===== src/rtl/rstseq_pkg.sv =====
// rstseq_pkg: sequencer state encoding and shared counter sizing for qbus_reset_seq
package rstseq_pkg;

  typedef enum logic [2:0] {S_DCLO, S_ACLO, S_RUN, S_AONLY, S_PF} state_e;

  function automatic int cnt_width(input int a, input int b, input int c);
    int m;
    m = (a > b) ? a : b;
    m = (m > c) ? m : c;
    return $clog2(m + 1);
  endfunction

endpackage


===== src/rtl/rstseq_debounce.sv =====
// rstseq_debounce: 2-flop synchroniser for one active-low source, debounced when QBUS_RSTSEQ_DEBOUNCE_EN is defined
module rstseq_debounce #(
  parameter int DEB_W = 8
) (
  input  logic clk,
  input  logic rst,
  input  logic src_n,
  output logic act
);

  if (DEB_W < 1) begin : g_bad_w
    $error("rstseq_debounce: DEB_W must be >= 1");
  end

  logic s1_q, s2_q;

  always_ff @(posedge clk or posedge rst)
    if (rst) begin
      s1_q <= 1'b1;
      s2_q <= 1'b1;
    end else begin
      s1_q <= src_n;
      s2_q <= s1_q;
    end

`ifdef QBUS_RSTSEQ_DEBOUNCE_EN
  logic             last_q, act_q, act_d, chg;
  logic [DEB_W-1:0] cnt_q, cnt_d;

  // act only follows the input once it has been quiet for a full window
  always_comb begin
    chg   = s2_q != last_q;
    cnt_d = chg ? '0 : (&cnt_q ? cnt_q : cnt_q + 1'b1);
    act_d = (&cnt_q && !chg) ? ~s2_q : act_q;
  end

  always_ff @(posedge clk or posedge rst)
    if (rst) begin
      last_q <= 1'b1;
      cnt_q  <= '0;
      act_q  <= 1'b0;
    end else begin
      last_q <= s2_q;
      cnt_q  <= cnt_d;
      act_q  <= act_d;
    end

  assign act = act_q;
`else
  assign act = ~s2_q;
`endif

endmodule


===== src/rtl/qbus_reset_seq.sv =====
// qbus_reset_seq: orders DCLO/ACLO for a Q-bus CPU from N debounced reset/power-fail sources
// Optional debounce per channel: define QBUS_RSTSEQ_DEBOUNCE_EN.
module qbus_reset_seq
  import rstseq_pkg::*;
#(
  parameter int               N_SRC    = 1,
  parameter logic [N_SRC-1:0] SRC_MODE = {N_SRC{1'b1}},
  parameter int               DEB_W    = 8,
  parameter int               DCLO_DLY = 256,
  parameter int               ACLO_DLY = 64,
  parameter int               PF_DLY   = 32
) (
  input  logic             clk,
  input  logic             rst,
  input  logic [N_SRC-1:0] src_n,
  output logic             dclo,
  output logic             aclo,
  output logic             ready,
  output logic [N_SRC-1:0] src_act
);

  localparam int            CW      = cnt_width(DCLO_DLY, ACLO_DLY, PF_DLY);
  localparam logic [CW-1:0] DC_LAST = CW'(DCLO_DLY - 1);
  localparam logic [CW-1:0] AC_LAST = CW'(ACLO_DLY - 1);
  localparam logic [CW-1:0] PF_LAST = CW'(PF_DLY - 1);

  if (DCLO_DLY < 1 || ACLO_DLY < 1 || PF_DLY < 1 || DEB_W < 1) begin : g_bad_cfg
    $error("qbus_reset_seq: DCLO_DLY, ACLO_DLY, PF_DLY and DEB_W must be >= 1");
  end

  state_e        state_q, state_d;
  logic [CW-1:0] cnt_q, cnt_d;
  logic          dclo_q, aclo_q, ready_q;
  logic          full_req, pf_req;

  for (genvar i = 0; i < N_SRC; i++) begin : g_src
    rstseq_debounce #(.DEB_W(DEB_W)) u_deb (
      .clk  (clk),
      .rst  (rst),
      .src_n(src_n[i]),
      .act  (src_act[i])
    );
  end

  assign full_req = |(src_act & SRC_MODE);
  assign pf_req   = |(src_act & ~SRC_MODE);

  // cnt is cleared on every state change, so it never exceeds the longest delay
  always_comb begin
    state_d = state_q;
    cnt_d   = '0;
    unique case (state_q)
      S_DCLO: begin
        state_d = (!full_req && cnt_q == DC_LAST) ? S_ACLO : S_DCLO;
        cnt_d   = (full_req || cnt_q == DC_LAST) ? '0 : cnt_q + 1'b1;
      end
      S_ACLO: begin
        state_d = full_req ? S_PF : (cnt_q == AC_LAST) ? S_RUN : S_ACLO;
        cnt_d   = (full_req || cnt_q == AC_LAST) ? '0 : cnt_q + 1'b1;
      end
      S_RUN:   state_d = full_req ? S_PF : pf_req ? S_AONLY : S_RUN;
      S_AONLY: state_d = full_req ? S_PF : pf_req ? S_AONLY : S_ACLO;
      S_PF: begin
        state_d = (cnt_q == PF_LAST) ? S_DCLO : S_PF;
        cnt_d   = (cnt_q == PF_LAST) ? '0 : cnt_q + 1'b1;
      end
      default: state_d = S_DCLO;
    endcase
  end

  always_ff @(posedge clk or posedge rst)
    if (rst) begin
      state_q <= S_DCLO;
      cnt_q   <= '0;
      dclo_q  <= 1'b1;
      aclo_q  <= 1'b1;
      ready_q <= 1'b0;
    end else begin
      state_q <= state_d;
      cnt_q   <= cnt_d;
      dclo_q  <= state_d == S_DCLO;
      aclo_q  <= state_d != S_RUN;
      ready_q <= state_d == S_RUN;
    end

  assign dclo  = dclo_q;
  assign aclo  = aclo_q;
  assign ready = ready_q;

endmodule


===== config.mk =====
export PLATFORM = sky130hd
export DESIGN_NAME = qbus_reset_seq
export DESIGN_NICKNAME = d
export VERILOG_FILES = /design/src/rtl/rstseq_pkg.sv /design/src/rtl/rstseq_debounce.sv /design/src/rtl/qbus_reset_seq.sv
export SDC_FILE = /design/constraint.sdc
export NUM_CORES = 1
export LEC_CHECK = 0
export ABC_CLOCK_PERIOD_IN_PS = 2350
export CAP_MARGIN = 40
export CORE_MARGIN = 1
export CORE_UTILIZATION = 40
export DETAILED_ROUTE_END_ITERATION = 8
export PLACE_DENSITY_LB_ADDON = 0.2
export SLEW_MARGIN = 20
export SYNTH_ARGS = -nofsm -noshare
export SYNTH_HDL_FRONTEND = slang
export SYNTH_SLANG_ARGS = --single-unit

===== constraint.sdc =====
create_clock -name clk -period 2.35 [get_ports clk]
set_clock_uncertainty 0.2 [all_clocks]
set_input_delay 0.47 -clock clk [delete_from_list [all_inputs] [get_ports clk]]
set_output_delay 0.47 -clock clk [all_outputs]
set_load 0.02 [all_outputs]

# Yosys cells after proc, flatten, opt, wreduce, memory -nomap -nowiden
# Cells that the tools add are included.
# op_classes
addsub,1
mul,0
n_div,0
order_cmp,0
eq_ne,9
shifts,0
mux,11
bitwise,1
reduce_logical,5
# ops
cell,count
$mux 9,3
$pmux 9 s3,1
$pmux 3 s5,1
$mux 3,4
$add 9x1->9 const B,1
$eq 3x2->1 const B,3
$eq 9x5->1 const B,1
$eq 9x6->1 const B,1
$eq 9x8->1 const B,1
$logic_not 3->1,2
$eq 3x1->1 const B,1
$eq 3x3->1 const B,1
$ne 3x2->1 const B,1
$logic_or 1x1->1,2
$mux 2,1
$logic_and 1x1->1,1
$mux 1,1
$not 1->1,1
# totals
reg_bits,17
latch_bits,0
mem_bits_rw,0
romBits,0
input_bits,3
output_inout_bits,4
mem_count,0

# Depth between registers and ports, before layout
# Gate-level depths: netlist of the first run.
# logic_depth
word_depth,5
mapped_depth,9

# Hierarchy
# From an unflattened synthesis of the first run, not the netlist that was laid out.
# unflattened
cells_unflattened,71
hier_area_um2,779.5
# modules_own_cells
mod,instances,cells_each,area_each_um2
qbus_reset_seq,1,67,719.4
rstseq_debounce,1,4,60.1

# Least setup slack after synthesis of the first run
# Ideal clock, no wire load.
# synth_timing
path_kind,register to register
from,reg cnt_q[0]
to,reg cnt_q[0]
setup_ns,0.073
t_arrival_ns,1.877
t_required_ns,2.077
slack_ns,0.200
path_stages_with_launch,10
cell_sequence,dfrtp_1 -> ha_1 -> and4_1 -> nand2_1 -> nor2_1 -> ha_1 -> nor2b_1 -> o21ai_1 -> a311oi_2 -> nor2b_1
# synth_between
elab_chain_cells,4
elab_cells_between_ends,10
# synth_lines
element,line,text
from (decl),qbus_reset_seq.sv:32,"logic [CW-1:0] cnt_q, cnt_d;"
from (signal assigned),qbus_reset_seq.sv:80,cnt_q <= cnt_d;
branches (longest 3 deep; another with $add 9x1->9),n/a,
$pmux 9 s3 *,qbus_reset_seq.sv:52,unique case (state_q)
net cnt_d[0],qbus_reset_seq.sv:32,
# Mark *: on every way through the listed nets, which the timed path passes.

# Worst setup path after layout of the first run
# layout_timing
from,reg cnt_q[0]
to,reg cnt_q[1]
# The elaborated chain is that of the path after synthesis.

==> results.md, run 1 <==
- Status: finished clean
- Crit path max-delay cell type: dfrtp_1
- Max incr delay on CP: approximately 0.4 ns
- # diodes: 0
- Placed Cells: 116
- Worst relative slew slack: between 50 and 60%
- Core Footprint: approximately 0.0020 mm²
- Num CTS Buffers: 3
- GRT overflow: 0
- Gp weighted congestion: 0.689
- Max Slew Vio Count: 0
- Sequential Power Share: about 61%
- Maximum VDD drop: ~0.44 mV
- Internal power: roughly 380 µW
- Hold Slack: ~0.16 ns
- Minimum clock period: 2.19 ns
- Ys flop type: dfrtp_1
- Fin crit share: 93.4%
- Nets: 100
- Synth Area in Compound Gates: between 10% and 20%
- Port bufs: 6
- Drc violations: 0
- Post-Syn Area: ~830 µm²
- Vias per inst: between 4 and 5
- Post-Synth XOR/XNOR Area: 4.20%
- Initial core utilization: 42.5%
- Distinct cells, synth: 32
- Cell family with most CP delay: simple AND/OR/NAND/NOR gates
- H-tree levels: 1
- Largest family of logic cells by synthesized area: simple AND/OR/NAND/NOR gates
- Power share of the clock group: approximately 33%
- Highest fanout seen on the critical path: 5
- YS warnings: 0
- Share of cells above drive strength 1: 22.3%
- DRT Wirelength: 1430 µm
- Total Routing Usage GR: between 10% and 20%
- Worst EP required: ~2.4 ns
- CP Capture Type: flop
- Filler cells: 197
- Synth Area in Simple Gates: around a quarter
- Largest area contributor in the netlist: dfrtp_1
- Clock Tree Buf Depth: 2
- Initial antenna violation count: 0
- Async set-reset flop share out of synthesis: 100%
- Worst min-delay path category: reg2reg
- Crit-path cells: ha_2, and4_1, nand2_1, nor2_1, ha_2, nand2b_1, a21oi_1, a311oi_4, and2_1
- Die width: between 40 and 50 µm
- Final Total Pwr: 501 µW
- Reg clk slew, reported paths: around 0.11 ns
- Final Hold Fails: 0
- Largest net degree at the start of global routing: 18
- Setup violators final: 0
- Hpwl dp: slightly above 1000 µm
- I/O pin total: 7
- DR iter-0 viols: 7
- Least-Margin Pin Slew: ~0.63 ns
- Dpl ws: a little over 0.07 ns
- Crit-path most repeated cell: ha_2
- Top cells by area, synth: dfrtp_1 (39%), dfstp_2 (13%), nor2b_1 (5.3%)
- Combinational share of power: about 6.6%
- Worst setup path class: reg2reg
- CP Launch Type: flop
- Area growth, synth to finish: 21.6%
- Adder-cell share of the synthesized area: under 10%
- PD cells: approximately 490 mW/mm²
- Skew-Pair Late Insertion Delay: around 0.29 ns
- Final WS setup: ~0.16 ns
- Number of synthesized register bits: 17
- Yosys top cell area share: 39.0%
- Vias: about 600
- Post-Layout Cell Count: ~120
- First-pass GRT wire length: around 2300 µm
- Cells after synthesis: 80
- Multiplexer area fraction after synthesis: 0%
- Highest Clock Rate: roughly 460 MHz
- Row count: 16
- Die Y: 47.6 µm
- EDFF count, synth: 0
- DR WL/cell: about 12 µm
- Post-Syn Area per Cell: 10.4 µm²
- Maxcap violations: 0
- Worst path arrival time: 2.19 ns
- Post-synth net total: 85
- RSZ-0062 raised after global routing: no
- Crit path buf inv count: 0
- Lkg Pwr: approximately 0.42 nW
- Net switching power: about 120 µW
- Setup TNS Final: 0 ns
- Clock sinks: 17
- Routed Antenna Nets: 0
- Die area: ~0.0023 mm²
- CTS tree: built
- Sequential area share after synthesis: about half
- Vias in the first global route: 535
- Clock root cell: clkbuf_4
- DR pass1 iterations: 4
- Net Sw Frac: roughly a quarter
-- cells by family (layout without fill, tap and decap cells) --
logic type / Yosys count / after routing
AO/OA/AOI/OAI: 16 / 16
XOR/XNOR: 4 / 4
adder cells (fa/ha/maj): 2 / 2
buffers and inverters: 5 / 19
flip-flops: 17 / 17
AND/OR/NAND/NOR: 36 / 36
-- final timing paths --
| path | startpoint | to | slack, ns | cells after the start |
|---|---|---|---|---|
| setup reg to reg | cnt_q[0] | cnt_q[1] | 0.16 | 9 |
| max in group asynchronous | rst | cnt_q[8] | 1.20 | 2 |
| hold reg to reg | g_src[0].u_deb.s1_q | g_src[0].u_deb.s2_q | 0.16 | 0 |
| hold / removal | g_src[0].u_deb.s1_q | g_src[0].u_deb.s2_q | 0.16 | 0 |
| min in group asynchronous | rst | ready | 0.34 | 2 |
| setup / recovery | cnt_q[0] | cnt_q[1] | 0.16 | 9 |
-- final cells by class --
cell class	instances	area (µm²)	share of cell area [%]
Timing Repair Buffer	12	105	10.4
Sequential cell	17	430	42.5
Tap cell	27	33.8	3.33
Clock buffer	3	22.5	2.22
Clock inverter	1	7.51	0.741
Multi-Input combinational cell	58	403	39.8
Inverter	3	11.3	1.11
-- timing repair --
action,in CTS,in global routing
setup buffers,0,1
hold buffers,0,0
resized for setup,0,5
endpoints found under the hold margin,0,0
setup endpoints to repair,0,6
-- layout by cell type, fill, tap and decap left out, types with 4 or more instances in the layout --
| cell type | instances |
|---|---|
| nor2b_1 | 5 |
| nor2_1 | 6 |
| nand2_1 | 6 |
| clkdlybuf4s50_1 | 6 |
| dfrtp_1 | 13 |
| and2_1 | 5 |
| buf_4 | 6 |
| dfstp_2 | 4 |
-- sequential cells by signal, indices dropped and copies added, names as in the netlist --
signal / flops
g_src.u_deb.s1_q: 1
aclo: 1
g_src.u_deb.s2_q: 1
state_q: 3
dclo: 1
cnt_q: 9
ready: 1
-- cell usage after synthesis, types with 2 or more instances --
library cell / n
dfrtp_1: 13
nor2b_1: 7
nand2_1: 6
nor2_1: 6
and2_1: 5
dfstp_2: 4
a21oi_1: 3
inv_1: 3
nand3_1: 3
o21a_1: 3
xnor2_1: 3
buf_2: 2
ha_1: 2
o21ai_0: 2
-- worst reg2reg max path, cell delays in order, from the launching register on --
cell and delay (ns):
dfrtp_1 0.41, ha_2 0.19, and4_1 0.21, nand2_1 0.08, nor2_1 0.13, ha_2 0.22
nand2b_1 0.08, a21oi_1 0.29, a311oi_4 0.10, and2_1 0.19
-- power groups by stage --
stage	Combinational, mW	Sequential (mW)	Clock, mW
after floorplan	0.0194	0.309	0
after global placement	0.0301	0.310	0
after detailed placement	0.0300	0.310	0
after CTS	0.0304	0.305	0.172
after global routing	0.0384	0.306	0.184
final	0.0329	0.305	0.163
-- stage by stage --
step / utilization, % / cell area (µm²)
global route: 51.7 / 1010
global placement: 48.7 / 955
detailed placement: 48.7 / 955
finish: 51.7 / 1010
floorplan: - / 833
CTS: 50.2 / 985
-- routing by layer --
layer	vias to the layer above	routed length (µm)	GRT usage, %
li1	305	-	-
met1	278	713	20.8
met2	5	650	22.7
met3	4	18	3.40
met4	0	43	10.0
met5	-	0	0
(Power assumes the default switching activity.)
==> run 2: changes to the inputs <==
--- a/config.mk
+++ b/config.mk
@@ -9,6 +9,7 @@
 export CAP_MARGIN = 40
 export CORE_MARGIN = 1
 export CORE_UTILIZATION = 40
+export CTS_CLUSTER_SIZE = 16
 export DETAILED_ROUTE_END_ITERATION = 8
 export PLACE_DENSITY_LB_ADDON = 0.2
 export SLEW_MARGIN = 20
==> results of run 2 <==
No change in the layout: final DEF, timing and power equal those of run 1.
